--- src/rtl/apb_reg_slave_pkg.sv ---
// Shared definitions for the APB register completer: FSM states, ID constant,
// register indices and wait-counter width.
package apb_pkg;

  typedef enum logic {
    IDLE   = 1'b0,
    ACCESS = 1'b1
  } state_t;

  localparam logic [31:0] APB_SLV_ID = 32'hA9B0_0001;

  localparam int unsigned CTRL_IDX = 0;
  localparam int unsigned ID_IDX   = 1;
  localparam int unsigned WAIT_W   = 4;

endpackage

--- src/rtl/apb_reg_slave_if.sv ---
// APB completer-side bus bundle. PSLVERR exists only when APB_SLV_PSLVERR_EN
// is defined.
interface apb_reg_slave_if #(
  parameter int unsigned ADDR_WIDTH = 32,
  parameter int unsigned DATA_WIDTH = 32
);
  logic                  PSEL;
  logic                  PENABLE;
  logic                  PWRITE;
  logic [ADDR_WIDTH-1:0] PADDR;
  logic [DATA_WIDTH-1:0] PWDATA;
  logic [DATA_WIDTH-1:0] PRDATA;
  logic                  PREADY_o;
`ifdef APB_SLV_PSLVERR_EN
  logic                  PSLVERR;
`endif

  modport master (
    output PSEL, PENABLE, PWRITE, PADDR, PWDATA,
    input  PRDATA, PREADY_o
`ifdef APB_SLV_PSLVERR_EN
    , input PSLVERR
`endif
  );

  modport slave (
    input  PSEL, PENABLE, PWRITE, PADDR, PWDATA,
    output PRDATA, PREADY_o
`ifdef APB_SLV_PSLVERR_EN
    , output PSLVERR
`endif
  );

endinterface

--- src/rtl/apb_reg_slave_wait_gen.sv ---
// Loadable wait-state down-counter; o_ready_nxt is the PREADY value for the
// next cycle, valid on both load and decrement cycles.
module apb_wait_gen
  import apb_pkg::*;
#(
  parameter int unsigned W = WAIT_W
) (
  input  logic         i_clk,
  input  logic         i_rst_n,
  input  logic         i_load,
  input  logic         i_dec,
  input  logic [W-1:0] i_load_val,
  output logic         o_ready_nxt
);

  logic [W-1:0] r_cnt;

  always_ff @(posedge i_clk) begin
    if (!i_rst_n) begin
      r_cnt <= '0;
    end else if (i_load) begin
      r_cnt <= i_load_val;
    end else if (i_dec && (r_cnt != '0)) begin
      r_cnt <= r_cnt - W'(1);
    end
  end

  assign o_ready_nxt = i_load ? (i_load_val == '0) : (r_cnt == W'(1));

endmodule

--- src/rtl/apb_reg_slave.sv ---
// APB register completer: CTRL (wait states), read-only ID, scratch registers.
// Optional PSLVERR response enabled by defining APB_SLV_PSLVERR_EN.
module apb_reg_slave
  import apb_pkg::*;
#(
  parameter int unsigned DATA_WIDTH = 32,
  parameter int unsigned ADDR_WIDTH = 32,
  parameter int unsigned NUM_REGS   = 16
) (
  input logic            PCLK,
  input logic            PRESETn,
  apb_reg_slave_if.slave apb
);

  localparam int unsigned           IDX_W  = $clog2(NUM_REGS);
  localparam logic [DATA_WIDTH-1:0] ID_VAL = DATA_WIDTH'(APB_SLV_ID);
  localparam logic [IDX_W-1:0]      ID_I   = IDX_W'(ID_IDX);

  state_t                r_state;
  logic [IDX_W-1:0]      r_idx;
  logic                  r_write;
  logic                  r_ready;
  logic [DATA_WIDTH-1:0] r_rdata;
  logic [DATA_WIDTH-1:0] r_regs [NUM_REGS];

  logic                  w_setup;
  logic                  w_dec;
  logic                  w_ready_nxt;
  logic [WAIT_W-1:0]     w_wait;
  logic [IDX_W-1:0]      w_addr_idx;
  logic [IDX_W-1:0]      w_cur_idx;
  logic                  w_cur_write;
  logic [DATA_WIDTH-1:0] w_rd_data;
  logic                  w_wr_ok;
  logic                  w_unused;

  assign w_addr_idx  = apb.PADDR[IDX_W+1:2];
  assign w_setup     = (r_state == IDLE) && apb.PSEL && !apb.PENABLE;
  assign w_dec       = (r_state == ACCESS) && apb.PSEL && !r_ready;
  assign w_wait      = r_regs[CTRL_IDX][WAIT_W-1:0];
  // Decode from the live bus during SETUP, from the latched copy afterwards.
  assign w_cur_idx   = (r_state == IDLE) ? w_addr_idx : r_idx;
  assign w_cur_write = (r_state == IDLE) ? apb.PWRITE : r_write;

`ifdef APB_SLV_PSLVERR_EN
  logic r_oor;
  logic r_slverr;
  logic w_addr_oor;
  logic w_cur_oor;
  logic w_cur_err;

  assign w_addr_oor  = |apb.PADDR[ADDR_WIDTH-1:IDX_W+2];
  assign w_cur_oor   = (r_state == IDLE) ? w_addr_oor : r_oor;
  assign w_cur_err   = w_cur_oor || (w_cur_write && (w_cur_idx == ID_I));
  assign apb.PSLVERR = r_slverr;
  assign w_unused    = ^apb.PADDR[1:0];
`else
  assign w_unused    = ^{apb.PADDR[ADDR_WIDTH-1:IDX_W+2], apb.PADDR[1:0], w_cur_write};
`endif

  always_comb begin
    w_rd_data = (w_cur_idx == ID_I) ? ID_VAL : r_regs[w_cur_idx];
`ifdef APB_SLV_PSLVERR_EN
    if (w_cur_oor) w_rd_data = '0;
`endif
  end

  always_comb begin
    w_wr_ok = r_write && (r_idx != ID_I);
`ifdef APB_SLV_PSLVERR_EN
    if (r_oor) w_wr_ok = 1'b0;
`endif
  end

  apb_wait_gen #(.W(WAIT_W)) u_wait_gen (
    .i_clk       (PCLK),
    .i_rst_n     (PRESETn),
    .i_load      (w_setup),
    .i_dec       (w_dec),
    .i_load_val  (w_wait),
    .o_ready_nxt (w_ready_nxt)
  );

  always_ff @(posedge PCLK) begin
    if (!PRESETn) begin
      r_state <= IDLE;
      r_idx   <= '0;
      r_write <= 1'b0;
      r_ready <= 1'b0;
      r_rdata <= '0;
      for (int unsigned i = 0; i < NUM_REGS; i++) r_regs[i] <= '0;
`ifdef APB_SLV_PSLVERR_EN
      r_oor    <= 1'b0;
      r_slverr <= 1'b0;
`endif
    end else begin
      case (r_state)
        IDLE: begin
          if (w_setup) begin
            r_state <= ACCESS;
            r_idx   <= w_addr_idx;
            r_write <= apb.PWRITE;
            r_ready <= w_ready_nxt;
            if (w_ready_nxt && !apb.PWRITE) r_rdata <= w_rd_data;
`ifdef APB_SLV_PSLVERR_EN
            r_oor    <= w_addr_oor;
            r_slverr <= w_ready_nxt && w_cur_err;
`endif
          end
        end
        ACCESS: begin
          if (!apb.PSEL) begin
            r_state <= IDLE;
            r_ready <= 1'b0;
`ifdef APB_SLV_PSLVERR_EN
            r_slverr <= 1'b0;
`endif
          end else if (r_ready) begin
            if (apb.PENABLE) begin
              if (w_wr_ok) r_regs[r_idx] <= apb.PWDATA;
              r_state <= IDLE;
              r_ready <= 1'b0;
`ifdef APB_SLV_PSLVERR_EN
              r_slverr <= 1'b0;
`endif
            end
          end else begin
            r_ready <= w_ready_nxt;
            if (w_ready_nxt && !r_write) r_rdata <= w_rd_data;
`ifdef APB_SLV_PSLVERR_EN
            r_slverr <= w_ready_nxt && w_cur_err;
`endif
          end
        end
        default: r_state <= IDLE;
      endcase
    end
  end

  assign apb.PREADY_o = r_ready;
  assign apb.PRDATA   = r_rdata;

endmodule

--- src/flat_wrapper.sv ---
// flat-port wrapper written by rule: the top's interface ports become plain ports
module apb_reg_slave_flat import apb_pkg::*;
#(
  parameter int unsigned DATA_WIDTH = 32,
  parameter int unsigned ADDR_WIDTH = 32,
  parameter int unsigned NUM_REGS   = 16
)
  (PCLK, PRESETn, apb_PSEL, apb_PENABLE, apb_PWRITE, apb_PADDR, apb_PWDATA, apb_PRDATA, apb_PREADY_o);
  apb_reg_slave_if #(.ADDR_WIDTH(ADDR_WIDTH), .DATA_WIDTH(DATA_WIDTH)) apb_i ();
  input logic PCLK;
  input logic PRESETn;
  input wire logic [$bits(apb_i.PSEL)-1:0] apb_PSEL;
  input wire logic [$bits(apb_i.PENABLE)-1:0] apb_PENABLE;
  input wire logic [$bits(apb_i.PWRITE)-1:0] apb_PWRITE;
  input wire logic [$bits(apb_i.PADDR)-1:0] apb_PADDR;
  input wire logic [$bits(apb_i.PWDATA)-1:0] apb_PWDATA;
  output wire logic [$bits(apb_i.PRDATA)-1:0] apb_PRDATA;
  output wire logic [$bits(apb_i.PREADY_o)-1:0] apb_PREADY_o;
  assign apb_i.PSEL = apb_PSEL;
  assign apb_i.PENABLE = apb_PENABLE;
  assign apb_i.PWRITE = apb_PWRITE;
  assign apb_i.PADDR = apb_PADDR;
  assign apb_i.PWDATA = apb_PWDATA;
  assign apb_PRDATA = apb_i.PRDATA;
  assign apb_PREADY_o = apb_i.PREADY_o;
  apb_reg_slave #(.DATA_WIDTH(DATA_WIDTH), .ADDR_WIDTH(ADDR_WIDTH), .NUM_REGS(NUM_REGS)) u_core (.PCLK(PCLK), .PRESETn(PRESETn), .apb(apb_i));
endmodule
--- config.mk ---
export PLATFORM = sky130hd
export DESIGN_NAME = apb_reg_slave_flat
export DESIGN_NICKNAME = d
export VERILOG_FILES = /design/src/rtl/apb_reg_slave_pkg.sv /design/src/rtl/apb_reg_slave_if.sv /design/src/rtl/apb_reg_slave_wait_gen.sv /design/src/rtl/apb_reg_slave.sv /design/src/flat_wrapper.sv
export SDC_FILE = /design/constraint.sdc
export NUM_CORES = 1
export LEC_CHECK = 0
export ABC_AREA = 0
export CAP_MARGIN = 20
export CORE_ASPECT_RATIO = 0.75
export CORE_UTILIZATION = 50
export DETAILED_ROUTE_END_ITERATION = 8
export PLACE_DENSITY = 0.7
export RECOVER_POWER = 100
export SLEW_MARGIN = 15
export SYNTH_ARGS = -nofsm -noshare
export SYNTH_HDL_FRONTEND = slang
export SYNTH_SLANG_ARGS = --single-unit
--- constraint.sdc ---
create_clock -name PCLK -period 6.23 [get_ports PCLK]
set_input_delay 1.869 -clock PCLK [delete_from_list [all_inputs] [get_ports PCLK]]
set_output_delay 1.869 -clock PCLK [all_outputs]
set_load 0.05 [all_outputs]
==> metrics <==
post-synth cell types=62; DP Area=26900 sq um; peak supply drop=0.2135 mV; Pwr Total=8.200 mW; drt pass-1 iters=8; Worst Max-Slew Pin Slew=2546 ps; status=finished with violations; total CTS buffers=55; Pleak=10.15 nW; Worst Path Max Fanout=27; P per Cell Area=288.5 nW/um^2; CP Launch Type=input pin; Die ar.=51310 sq um; Final Core Density=57.74%; clock latency on the worst-skew pair=630 ps; EDFF count, synth=512; worst hold path type=register to register; sequential share of the synthesized area=64.43%; Worst setup EP type=register; Nets=2098; vias in the first global route=16214; Die Wd=261.2 microns; Max Cap Viol=17; Design Area, Final=28420 sq um; failing checks=DRC, capacitance limit, slew limit; GRT Overall Usage=28.82%; IO Pins=102; Multi-input gate area=8328 sq um; H-Tree Depth=2; Post-Syn Area per Cell=12.78 sq um; hold buffers post-CTS=0; DP HPWL=43010 microns; ys async rst share=0%; WL per Instance=26.97 microns; clk sink count=555; Final Hold Viols=0; Remaining DRCs=8; Root Driver=clkbuf_16; synthesized flop and latch total=555; Final TNS setup=0 ps; Vias/cell=6.285; Filler Cells Inserted=3907; WP data required=6750 ps; chip height=196.4 microns; TritonCTS clock tree=done; layout cells sized above 1=8.631%; gr ovfl total=0; cells after synthesis=1971; fmax=187.3 MHz; Post-CTS Setup Bufs=0; Synth Flop Type=edfxtp_1; cell area after synthesis=25200 sq um; final clock skew=25.08 ps; DRT antenna net count=0; clock slew at reported path FFs=60 ps; Setup Viol. Count Final=0; post-cts gate resize count=0; row count=70; Starting DRT DRC Count=2518; final wirelength=73510 microns; Syn-to-layout area delta=12.79%; Core ar.=49220 sq um; vias post-DR=17126; Setup CP Type=input pin to register; Rel. slew slack=-70.85%; I/O Buffers=73; RSZ-0062 raised after global routing=no; warnings from Yosys=0; crit share post-route=85.71%; Clock Path Buffers=3; initial antenna violation count=3; first-pass GRT wire length=106500 microns; sequential cell area=16240 sq um; largest net degree at the start of global routing=51; routability cong.=0.8706; Arrival @ worst endpoint=5860 ps; Initial Utilization=51.19%; min Tclk post-route=5340 ps; Max Slew Vio Count=396
## kinds of logic (layout without fill, tap and decap cells)
kind of cell,count (synthesis),after routing,synth area share [%]
AO/OA/AOI/OAI,351,351,10.22
adder cells (fa/ha/maj),2,2,0.09929
buffers and inverters,199,271,3.421
flip-flops,555,555,64.43
multiplexers,81,81,4.563
other,1,35,0.01488
AND/OR/NAND/NOR,782,782,17.25
## critical path: stages
cell	delay (ps)
clkdlybuf4s50_1	930
mux2_1	1220
nor2_1	660
buf_4	410
a222oi_1	360
a31oi_1	150
a32o_1	250
## layer usage
metal | routed length, microns | vias to the layer above | track usage, %
met3 | 9844 | 127 | 7.767
li1 | - | 7329 | -
met2 | 31390 | 1094 | 41.41
met1 | 30610 | 8576 | 42.80
met4 | 1668 | 0 | 8.376
met5 | 0 | - | 0
## area by class of cell
class	count	share of cell area, %
sequential	555	57.13
multi-input combinational	1248	29.30
clock buffer	78	5.432
timing repair buffer	138	4.085
tap	648	2.853
clock inverter	26	0.7924
inverter	29	0.3830
antenna	3	0.02641
## Yosys cell counts (3+ instances only)
library cell	count	area, sq um
nand2_1	185	694.4
or3b_2	4	35.03
dfxtp_1	43	860.8
a32oi_1	27	236.5
o211ai_1	70	525.5
a222oi_1	21	210.2
nand3_1	43	215.2
clkbuf_1	121	454.2
o21ai_0	25	125.1
buf_6	7	78.83
nand3b_1	3	22.52
nor2b_1	5	31.28
buf_4	7	52.55
o22ai_1	3	18.77
buf_2	28	140.1
mux2i_1	45	450.4
a211oi_1	3	22.52
a21oi_1	69	345.3
edfxtp_1	512	15370
and2_1	481	3009
buf_1	6	22.52
a32o_1	22	220.2
a211o_1	24	210.2
nand4_1	9	56.30
nor3_1	12	60.06
mux2_2	7	78.83
nor2_2	3	18.77
mux4_2	25	563.0
o2111ai_1	19	166.4
a22oi_1	9	67.56
a31oi_1	25	156.4
nor2_1	19	71.32
a21o_1	21	157.7
or3_1	3	18.77
inv_1	27	101.4
nand2b_1	7	43.79
## stage by stage
step / std cells / hold slack (ps) / setup WS, ps
after floorplan: 2002 / 449.8 / 1072
after global placement: 2617 / 466.2 / 1116
after detailed placement: 2618 / 470.5 / 1066
after CTS: 2722 / 487.6 / 1713
after global routing: 2723 / 502.8 / 824.9
final: 2725 / 476.3 / 890.1
## final timing paths
kind,start,endpoint,slack (ps),depth (start not counted)
setup reg to reg,u_core.r_idx[1]$_SDFFE_PN0P_,u_core.r_regs[11][30]$_SDFFCE_PN0P_,1800,4
hold reg to reg,u_core.apb.PRDATA[10]$_SDFFE_PN0P_,u_core.apb.PRDATA[10]$_SDFFE_PN0P_,480,1
setup / recovery,apb_PADDR[2],u_core.apb.PRDATA[9]$_SDFFE_PN0P_,890,7
hold / removal,u_core.apb.PRDATA[10]$_SDFFE_PN0P_,u_core.apb.PRDATA[10]$_SDFFE_PN0P_,480,1
## cells in the final DEF, fill, tap and decap left out, types with 32 or more instances in the layout
master	synthesis	routed
dfxtp_1	43	42
nand2_1	185	185
o211ai_1	70	70
nand3_1	43	43
conb_1	1	32
clkbuf_1	121	42
and2_0	0	212
and2_1	481	269
clkdlybuf4s50_1	0	38
buf_4	7	33
edfxtp_1	512	512
clkbuf_16	0	56
mux2i_1	45	44
a21oi_1	69	69
dlygate4sd3_1	0	34
## report_power, final
part           switching (mW)  internal (mW)  total [mW]
Clock                    1.45           1.85        3.30
Combinational           0.469          0.191       0.660
Sequential             0.0499           4.19        4.24
## state kept, by name, summed over array words and instances (netlist names)
name                     flops
u_core.apb.PREADY_o          1
u_core.r_regs              512
u_core.r_idx                 4
u_core.apb.PRDATA           32
u_core.u_wait_gen.r_cnt      4
u_core.r_write               1
u_core.r_state               1
Note: power is estimated with default switching activity, not from simulation.
